==> src/rtl/uart_rx.sv <==
// UART receiver: 2-flop input synchroniser feeding a frame FSM that deserialises,
// checks parity and stop bit, and emits one-cycle result strobes.
module uart_rx #(
    parameter int unsigned DATA_WIDTH = 8,
    parameter int unsigned PAR_EN     = 1,
    parameter int unsigned PAR_TYPE   = 1
) (
    input  logic                  clk,
    input  logic                  rst,
    input  logic                  rx_in,
    output logic [DATA_WIDTH-1:0] P_DATA_out,
    output logic                  data_valid,
    output logic                  par_err,
    output logic                  stop_err,
    output logic                  busy_flag
);

    localparam int unsigned CNT_W = (DATA_WIDTH > 1) ? $clog2(DATA_WIDTH) : 1;

    typedef enum logic [2:0] {
        StIdle,
        StData,
        StParity,
        StStop,
        StBreak
    } state_e;

    state_e                 state_q, state_d;
    logic                   rx_meta_q, rx_s_q;
    logic [CNT_W-1:0]       cnt_q, cnt_d;
    logic [DATA_WIDTH-1:0]  shift_q, shift_d;
    logic [DATA_WIDTH-1:0]  data_q, data_d;
    logic                   par_bit_q, par_bit_d;
    logic                   valid_q, valid_d;
    logic                   par_err_q, par_err_d;
    logic                   stop_err_q, stop_err_d;
    logic                   busy_q, busy_d;
    logic                   par_ok;

    assign P_DATA_out = data_q;
    assign data_valid = valid_q;
    assign par_err    = par_err_q;
    assign stop_err   = stop_err_q;
    assign busy_flag  = busy_q;

    // With parity disabled every frame is treated as parity-clean.
    assign par_ok = (PAR_EN == 0) || (par_bit_q == ((^shift_q) ^ (PAR_TYPE != 0)));

    always_comb begin
        state_d    = state_q;
        cnt_d      = cnt_q;
        shift_d    = shift_q;
        data_d     = data_q;
        par_bit_d  = par_bit_q;
        valid_d    = 1'b0;
        par_err_d  = 1'b0;
        stop_err_d = 1'b0;

        unique case (state_q)
            StIdle: begin
                if (!rx_s_q) begin
                    state_d = StData;
                    cnt_d   = '0;
                end
            end
            StData: begin
                // Right shift so the first (LSB) data bit ends up in bit 0.
                shift_d = DATA_WIDTH'({rx_s_q, shift_q} >> 1);
                if (cnt_q == CNT_W'(DATA_WIDTH - 1)) begin
                    cnt_d   = '0;
                    state_d = (PAR_EN != 0) ? StParity : StStop;
                end else begin
                    cnt_d = cnt_q + 1'b1;
                end
            end
            StParity: begin
                par_bit_d = rx_s_q;
                state_d   = StStop;
            end
            StStop: begin
                if (rx_s_q) begin
                    if (par_ok) begin
                        data_d  = shift_q;
                        valid_d = 1'b1;
                    end else begin
                        par_err_d = 1'b1;
                    end
                    state_d = StIdle;
                end else begin
                    stop_err_d = 1'b1;
                    par_err_d  = !par_ok;
                    state_d    = StBreak;
                end
            end
            StBreak: begin
                // Wait for the line to return high so a held-low line is not a start bit.
                if (rx_s_q) begin
                    state_d = StIdle;
                end
            end
            default: begin
                state_d = StIdle;
            end
        endcase

        busy_d = (state_d != StIdle);
    end

    always_ff @(posedge clk or posedge rst) begin
        if (rst) begin
            rx_meta_q  <= 1'b1;
            rx_s_q     <= 1'b1;
            state_q    <= StIdle;
            cnt_q      <= '0;
            shift_q    <= '0;
            data_q     <= '0;
            par_bit_q  <= 1'b0;
            valid_q    <= 1'b0;
            par_err_q  <= 1'b0;
            stop_err_q <= 1'b0;
            busy_q     <= 1'b0;
        end else begin
            rx_meta_q  <= rx_in;
            rx_s_q     <= rx_meta_q;
            state_q    <= state_d;
            cnt_q      <= cnt_d;
            shift_q    <= shift_d;
            data_q     <= data_d;
            par_bit_q  <= par_bit_d;
            valid_q    <= valid_d;
            par_err_q  <= par_err_d;
            stop_err_q <= stop_err_d;
            busy_q     <= busy_d;
        end
    end

endmodule
==> config.mk <==
export PLATFORM = sky130hd
export DESIGN_NAME = uart_rx
export DESIGN_NICKNAME = d
export VERILOG_FILES = /design/src/rtl/uart_rx.sv
export SDC_FILE = /design/constraint.sdc
export NUM_CORES = 1
export LEC_CHECK = 0
export CAP_MARGIN = 25
export CORE_ASPECT_RATIO = 0.6
export CORE_UTILIZATION = 41
export CTS_CLUSTER_SIZE = 20
export DETAILED_ROUTE_END_ITERATION = 6
export DONT_BUFFER_PORTS = 1
export PLACE_DENSITY = 0.62
export SLEW_MARGIN = 30
export SYNTH_ARGS = -nofsm -noshare
export SYNTH_HDL_FRONTEND = slang
export SYNTH_SLANG_ARGS = --single-unit
==> constraint.sdc <==
create_clock -name clk -period 4.8 [get_ports clk]
set_clock_uncertainty 0.05 [all_clocks]
set_input_delay 0.48 -clock clk [delete_from_list [all_inputs] [get_ports clk]]
set_output_delay 0.48 -clock clk [all_outputs]
set_load 0.01 [all_outputs]
==> impl_metrics.ini, run 1 <==
[status]
outcome = completed

[finish]
multi_input_comb_area_sq_um = 454.2
drive_above_1_share_pct = 30.68
area_growth_pct = 10.24
seq_area_sq_um = 728.2
final.fill_count = 228
num-nets-final = 93
diodes = 0

[timing]
slew_viol_final = 0
worst_slack_ns = 2.777
slew_headroom_pct = 61.20
min_period_ns = 2.023
setup_violations = 0
worst_slew_pin_slew_ns = 0.5811
max_freq_mhz = 494.2
fin_tns_setup_ns = 0
hold_viol = 0
rsz0062_at_grt = false
fin_crit_sh_pct = 42.16

[drt]
dr.max_layer_used = met4
antenna_left = 0
vias_per_cell = 5.142
first_pass_iters = 4
post_drt_wl_per_cell_um = 14.93
dr_wl_met3_um = 127
vias = 617
route.met2.wl_um = 657
drc = 0
drt_iter0_markers = 29
drt-met1-wl_um = 984
drt_wl_total_um = 1791

[cts]
cts-resized-gates = 0
cts_setup_buffers = 0
cts_sinks = 29
clk_latency_ns = 0.27
cts_tree = built
clockBufferDepth = 2
clk_pin_slew_ns = 0.06
numCtsBuffers = 5
hold_buffers = 0
ctsHtreeMaxLevel = 2
cts-root-buf = clkbuf_8

[placement]
dp_slack_ns = 2.786
hpwl_um = 1236
gp_congestion = 0.7379
portBuffers = 0

[floorplanning]
core_sq_um = 2628
rows = 14
io_pins = 15
dieArea_sq_um = 3148
die_height_um = 43.86
start_util_pct = 45.57
fp.dieW_um = 71.77

[yosys]
ys.flop_type = dfrtp_1
ys_seq_elements = 29
synth_most_common_cell = dfrtp_1
synth_cells = 82
syn_area_sq_um = 1197
yosys.area.top_type = dfrtp_1
synth-edff-count = 0
synth_warnings = 0
yosysUniqueCellTypes = 25
syn_nets = 87
synthTopCellsByArea = dfrtp_1 56%, mux2_2 15%, dfstp_2 4.4%
syn_area_per_cell_sq_um = 14.60
yosysSeqAreaShare_pct = 60.82
synth_top_area_share_pct = 56.43
postSynth.asyncResetShare_pct = 100.0
ys_top_cells_by_count = 27 x dfrtp_1, 16 x mux2_2, 6 x nor2_1

[grt]
grt_pass1_vias = 688
grt_pass1_wl_um = 3167
grt_overflow = 0
grt_max_degree = 30
groute.usage.overall_pct = 14.32
antenna_found_initial = 0

[power]
seqPwrFrac_pct = 43.4
power_uw = 1046
p_per_area_nw_per_um2 = 792.2
peakVddDrop_mv = 0.3387
switching_power_uw = 341.3
leakage_uw = 0.0006108
power_frac_comb_pct = 38.1
swShare_pct = 32.63
intPower_uw = 704.5
p_clk_share_pct = 18.5

[critical_path]
critical_path_arrival_ns = 2.13
timing.rr.end = P_DATA_out[2]$_DFFE_PP0P_
start_kind = flip-flop
path_cells = xor2_1 -> xnor3_2 -> mux2i_4 -> mux2_2
rrSetupSlack_ns = 2.78
worstSetupPathType = flip-flop to flip-flop
max_stage_delay_ns = 0.45
required_ns = 4.91
r2r_cells = 4
critPathMaxFanout = 9
cp-end-kind = flip-flop
r2r-start = shift_q[3]$_DFFE_PP0P_
critPathSlowestCell = xnor3_2

[min_path]
hold_class = input port to async pin

[job]
cap_violations = 0
cell type report:
cell class,count,area share [%]
flip-flops and latches,29,55.17
multi-input cells,49,34.41
clock buffers,7,6.540
well taps,32,3.033
inverters,3,0.8531
state kept, by name, summed over array words and instances (netlist names):
register    flops
rx_meta_q       1
P_DATA_out      8
busy_flag       1
par_err         1
par_bit_q       1
state_q         3
rx_s_q          1
stop_err        1
shift_q         8
cnt_q           3
data_valid      1
cell usage in the layout, fill, tap and decap left out:
master    synthesis  layout
a211oi_1          1       1
a21oi_1           2       2
a22o_1            3       3
and2_1            1       1
and2b_1           1       1
clkbuf_1          1       1
clkbuf_8          0       6
dfrtp_1          27      27
dfstp_2           2       2
ha_1              2       2
inv_1             3       2
inv_2             0       1
mux2_2           16      16
mux2i_4           1       1
nand2_1           1       1
nand2b_1          1       1
nand3b_1          2       2
nand4b_1          1       1
nor2_1            6       6
o21a_1            1       1
o21ai_0           2       2
o31ai_1           1       1
or3_1             1       1
xnor2_1           2       2
xnor3_1           1       1
xnor3_2           1       1
xor2_1            2       2
logic make-up after synthesis:
group | share of synthesized area [%]
DFF | 60.82
muxes | 16.93
and+or+nand+nor | 6.375
AOI/OAI and AO/OA | 5.748
xor gates and xnor gates | 6.792
buffers and inverters | 1.254
adders and majority gates | 2.090
power by group through the flow:
stage | registers (uW) | logic, uW | clock network [uW]
after global placement | 455 | 397 | 0
after detailed placement | 459 | 403 | 0
after global routing | 472 | 441 | 214
after CTS | 455 | 404 | 202
final | 454 | 398 | 194
after floorplan | 434 | 356 | 0
how the worst max path moves through the flow:
stage	startpoint	slack (ns)	depth (start not counted)	endpoint
2_1_floorplan	shift_q[3]$_DFFE_PP0P_	2.94	4	P_DATA_out[0]$_DFFE_PP0P_
5_1_grt	shift_q[3]$_DFFE_PP0P_	2.70	4	P_DATA_out[0]$_DFFE_PP0P_
4_1_cts	shift_q[3]$_DFFE_PP0P_	2.78	4	P_DATA_out[3]$_DFFE_PP0P_
6_report	shift_q[3]$_DFFE_PP0P_	2.78	4	P_DATA_out[2]$_DFFE_PP0P_
3_3_place_gp	shift_q[3]$_DFFE_PP0P_	2.80	4	P_DATA_out[5]$_DFFE_PP0P_
3_5_place_dp	shift_q[3]$_DFFE_PP0P_	2.79	4	P_DATA_out[3]$_DFFE_PP0P_
stage by stage:
step / std cells / area [sq um] / hold slack [ns] / utilization [%]
global placement: 113 / 1234 / 0.2977 / 46.95
global route: 120 / 1320 / 0.1314 / 50.24
detailed placement: 113 / 1234 / 0.2988 / 46.95
floorplan: 82 / 1197 / 0.2952 / -
CTS: 120 / 1320 / 0.1105 / 50.24
finish: 120 / 1320 / 0.09797 / 50.24
routing by layer:
metal,global-route usage (%),up-vias
met1,19.13,298
met4,7.059,0
met2,19.06,18
li1,-,297
met3,7.442,4
met5,0,-
worst max-delay path: cells and delay by family (launching register included):
family	cells	cell delay [ns]
mux	2	0.82
xor+xnor	2	0.63
flops	1	0.41
(Power assumes the default switching activity.)
==> run 2: changes to the inputs <==
==> constraint.sdc (replaced) <==
create_clock -name clk -period 1.9 [get_ports clk]
set_clock_uncertainty 0.05 [all_clocks]
set_input_delay 0.19 -clock clk [delete_from_list [all_inputs] [get_ports clk]]
set_output_delay 0.19 -clock clk [all_outputs]
set_load 0.01 [all_outputs]
==> run 2 against run 1 <==
Compared with the run above: combinational power rose to 3.2 times the previous value; sequential share of layout area down 3.9 points; clock power is 140% higher; critical endpoint is now P_DATA_out[3]$_DFFE_PP0P_; total power rose to 2.7 times the previous value; the flow now finishes with violations (setup timing); worst hold slack better by 0.051 ns.
==> impl_metrics.ini, run 2 (synthesis gave the netlist of run 1 again) <==
[status]
outcome = complete, but fails checks
violations = setup timing

[critical_path]
path_cells = xor2_1 -> xnor3_2 -> mux2i_4 -> buf_12 -> mux2_2
critPathSlowestCell = xnor3_2
cp-end-kind = flip-flop
crit_start = shift_q[3]$_DFFE_PP0P_
rrSetupSlack_ns = -0.004
critical_path_arrival_ns = 2.01
worstSetupPathType = flip-flop to flip-flop
max_stage_delay_ns = 0.44
start_kind = flip-flop
required_ns = 2.01
critPathMaxFanout = 9
timing.rr.end = P_DATA_out[3]$_DFFE_PP0P_
r2r_cells = 5
r2r-start = shift_q[3]$_DFFE_PP0P_

[placement]
post_dp_cell_area_sq_um = 1294
gp_congestion = 0.7646
placedCellCount = 121
portBuffers = 0
hpwl_um = 1337

[drt]
drt_wl_total_um = 1953
post_drt_wl_per_cell_um = 14.68
first_pass_iters = 4
drc = 0
vias_per_cell = 5.150
vias = 685
drt_iter0_markers = 23
antenna_left = 0

[timing]
worst_slew_pin_slew_ns = 0.3494
setup_violations = 4
worst_slack_ns = -0.003546
min_period_ns = 1.904
slew_viol_final = 0
max_freq_mhz = 525.3
hold_viol = 0
fin_crit_sh_pct = 100.2
rsz0062_at_grt = true
slew_headroom_pct = 76.46

[grt]
grt_use_met3_pct = 7.907
grt_max_degree = 29
grt_overflow = 0
groute.usage.overall_pct = 15.65
top_usage_layer = met1
grt_util_met1_pct = 21.54
grt_pass1_wl_um = 3436
grt_pass1_vias = 702
antenna_found_initial = 0
grt.met2_usage_pct = 19.43

[cts]
cts_tree = built
clockBufferDepth = 2
cts-resized-gates = 0
numCtsBuffers = 5
cts-root-buf = clkbuf_8
clk_pin_slew_ns = 0.06
clk_latency_ns = 0.28
ctsHtreeMaxLevel = 2
cts_sinks = 29

[min_path]
hold_class = input port to async pin

[power]
p_per_area_nw_per_um2 = 2009
leakage_uw = 0.0006692
peakVddDrop_mv = 0.6528

[floorplanning]
rows = 14
io_pins = 15
core_sq_um = 2628
die_height_um = 43.86
start_util_pct = 45.57
dieArea_sq_um = 3148
fp.dieW_um = 71.77

[finish]
area_growth_pct = 18.70
layout_common_cells = 27 x dfrtp_1, 16 x mux2_2, 9 x buf_4
final_cells = 133
final.fill_count = 221
drive_above_1_share_pct = 34.65
layout_commonest_cell = dfrtp_1
fin_area_sq_um = 1421
num-nets-final = 105
diodes = 0

[job]
cap_violations = 0
## run 2: cell types whose count changed in the layout (fill, tap and decap cells not counted), sizes merged
cell / change
buf: +10
clkbuf: +1
dlygate4sd3: +2
## run 2: worst max-delay path: cells and delay by family (launching register included)
kind	cells	cell delay, ns
xor+xnor	2	0.60
buf+inv	1	0.15
flops	1	0.39
mux	2	0.60
## run 2: worst max path at each step
stage	depth (start not counted)	slack (ns)	to
after floorplan	4	0.04	P_DATA_out[0]$_DFFE_PP0P_
after global placement	4	-0.04	P_DATA_out[5]$_DFFE_PP0P_
after detailed placement	4	-0.08	P_DATA_out[6]$_DFFE_PP0P_
after CTS	5	0.005	P_DATA_out[2]$_DFFE_PP0P_
after global routing	5	-0.07	P_DATA_out[3]$_DFFE_PP0P_
final	5	-0.004	P_DATA_out[3]$_DFFE_PP0P_
## run 2: metrics by stage
| stage | worst slack, ns | utilization (%) | hold slack (ns) | setup TNS (ns) | power, uW |
|---|---|---|---|---|---|
| after floorplan | 0.04248 | - | 0.1445 | 0 | 1997 |
| after global placement | -0.04363 | 49.24 | -0.1201 | -0.3188 | 2248 |
| after detailed placement | -0.07540 | 49.24 | -0.1196 | -0.5591 | 2288 |
| after CTS | 0.005178 | 54.10 | 0.1439 | 0 | 2880 |
| after global routing | -0.06749 | 54.10 | 0.1491 | -0.4923 | 3065 |
| final | -0.003546 | 54.10 | 0.1489 | -0.008308 | 2855 |
## run 2: per-layer routing
metal	wire, um	vias up	part of all wire, %
met3	142	5	7.3
met1	1010	335	52
met4	40	0	2.0
li1	-	324	-
met5	0	-	0
met2	760	21	39
## run 2: cell type report
| class | instances | area (sq um) | area share [%] |
|---|---|---|---|
| Timing Repair Buffer | 12 | 107.6 | 7.570 |
| Sequential cell | 29 | 728.2 | 51.23 |
| Clock buffer | 8 | 80.08 | 5.634 |
| Tap cell | 32 | 40.04 | 2.817 |
| Multi-Input combinational cell | 49 | 454.2 | 31.95 |
| Inverter | 3 | 11.26 | 0.7923 |
## run 2: what timing repair did
item,4_1_cts,5_1_grt
setup endpoints to repair,8,8
hold endpoints to repair,28,0
hold buffers,2,0
buffers inserted,2,0
## run 2: power breakdown
| part | leakage (uW) | switching, uW | total (uW) | internal [uW] |
|---|---|---|---|---|
| logic | 0.000274 | 468 | 1260 | 788 |
| clock network | 0.0000395 | 213 | 472 | 259 |
| registers | 0.000356 | 243 | 1130 | 884 |
| total | 0.000669 | 924 | 2850 | 1930 |
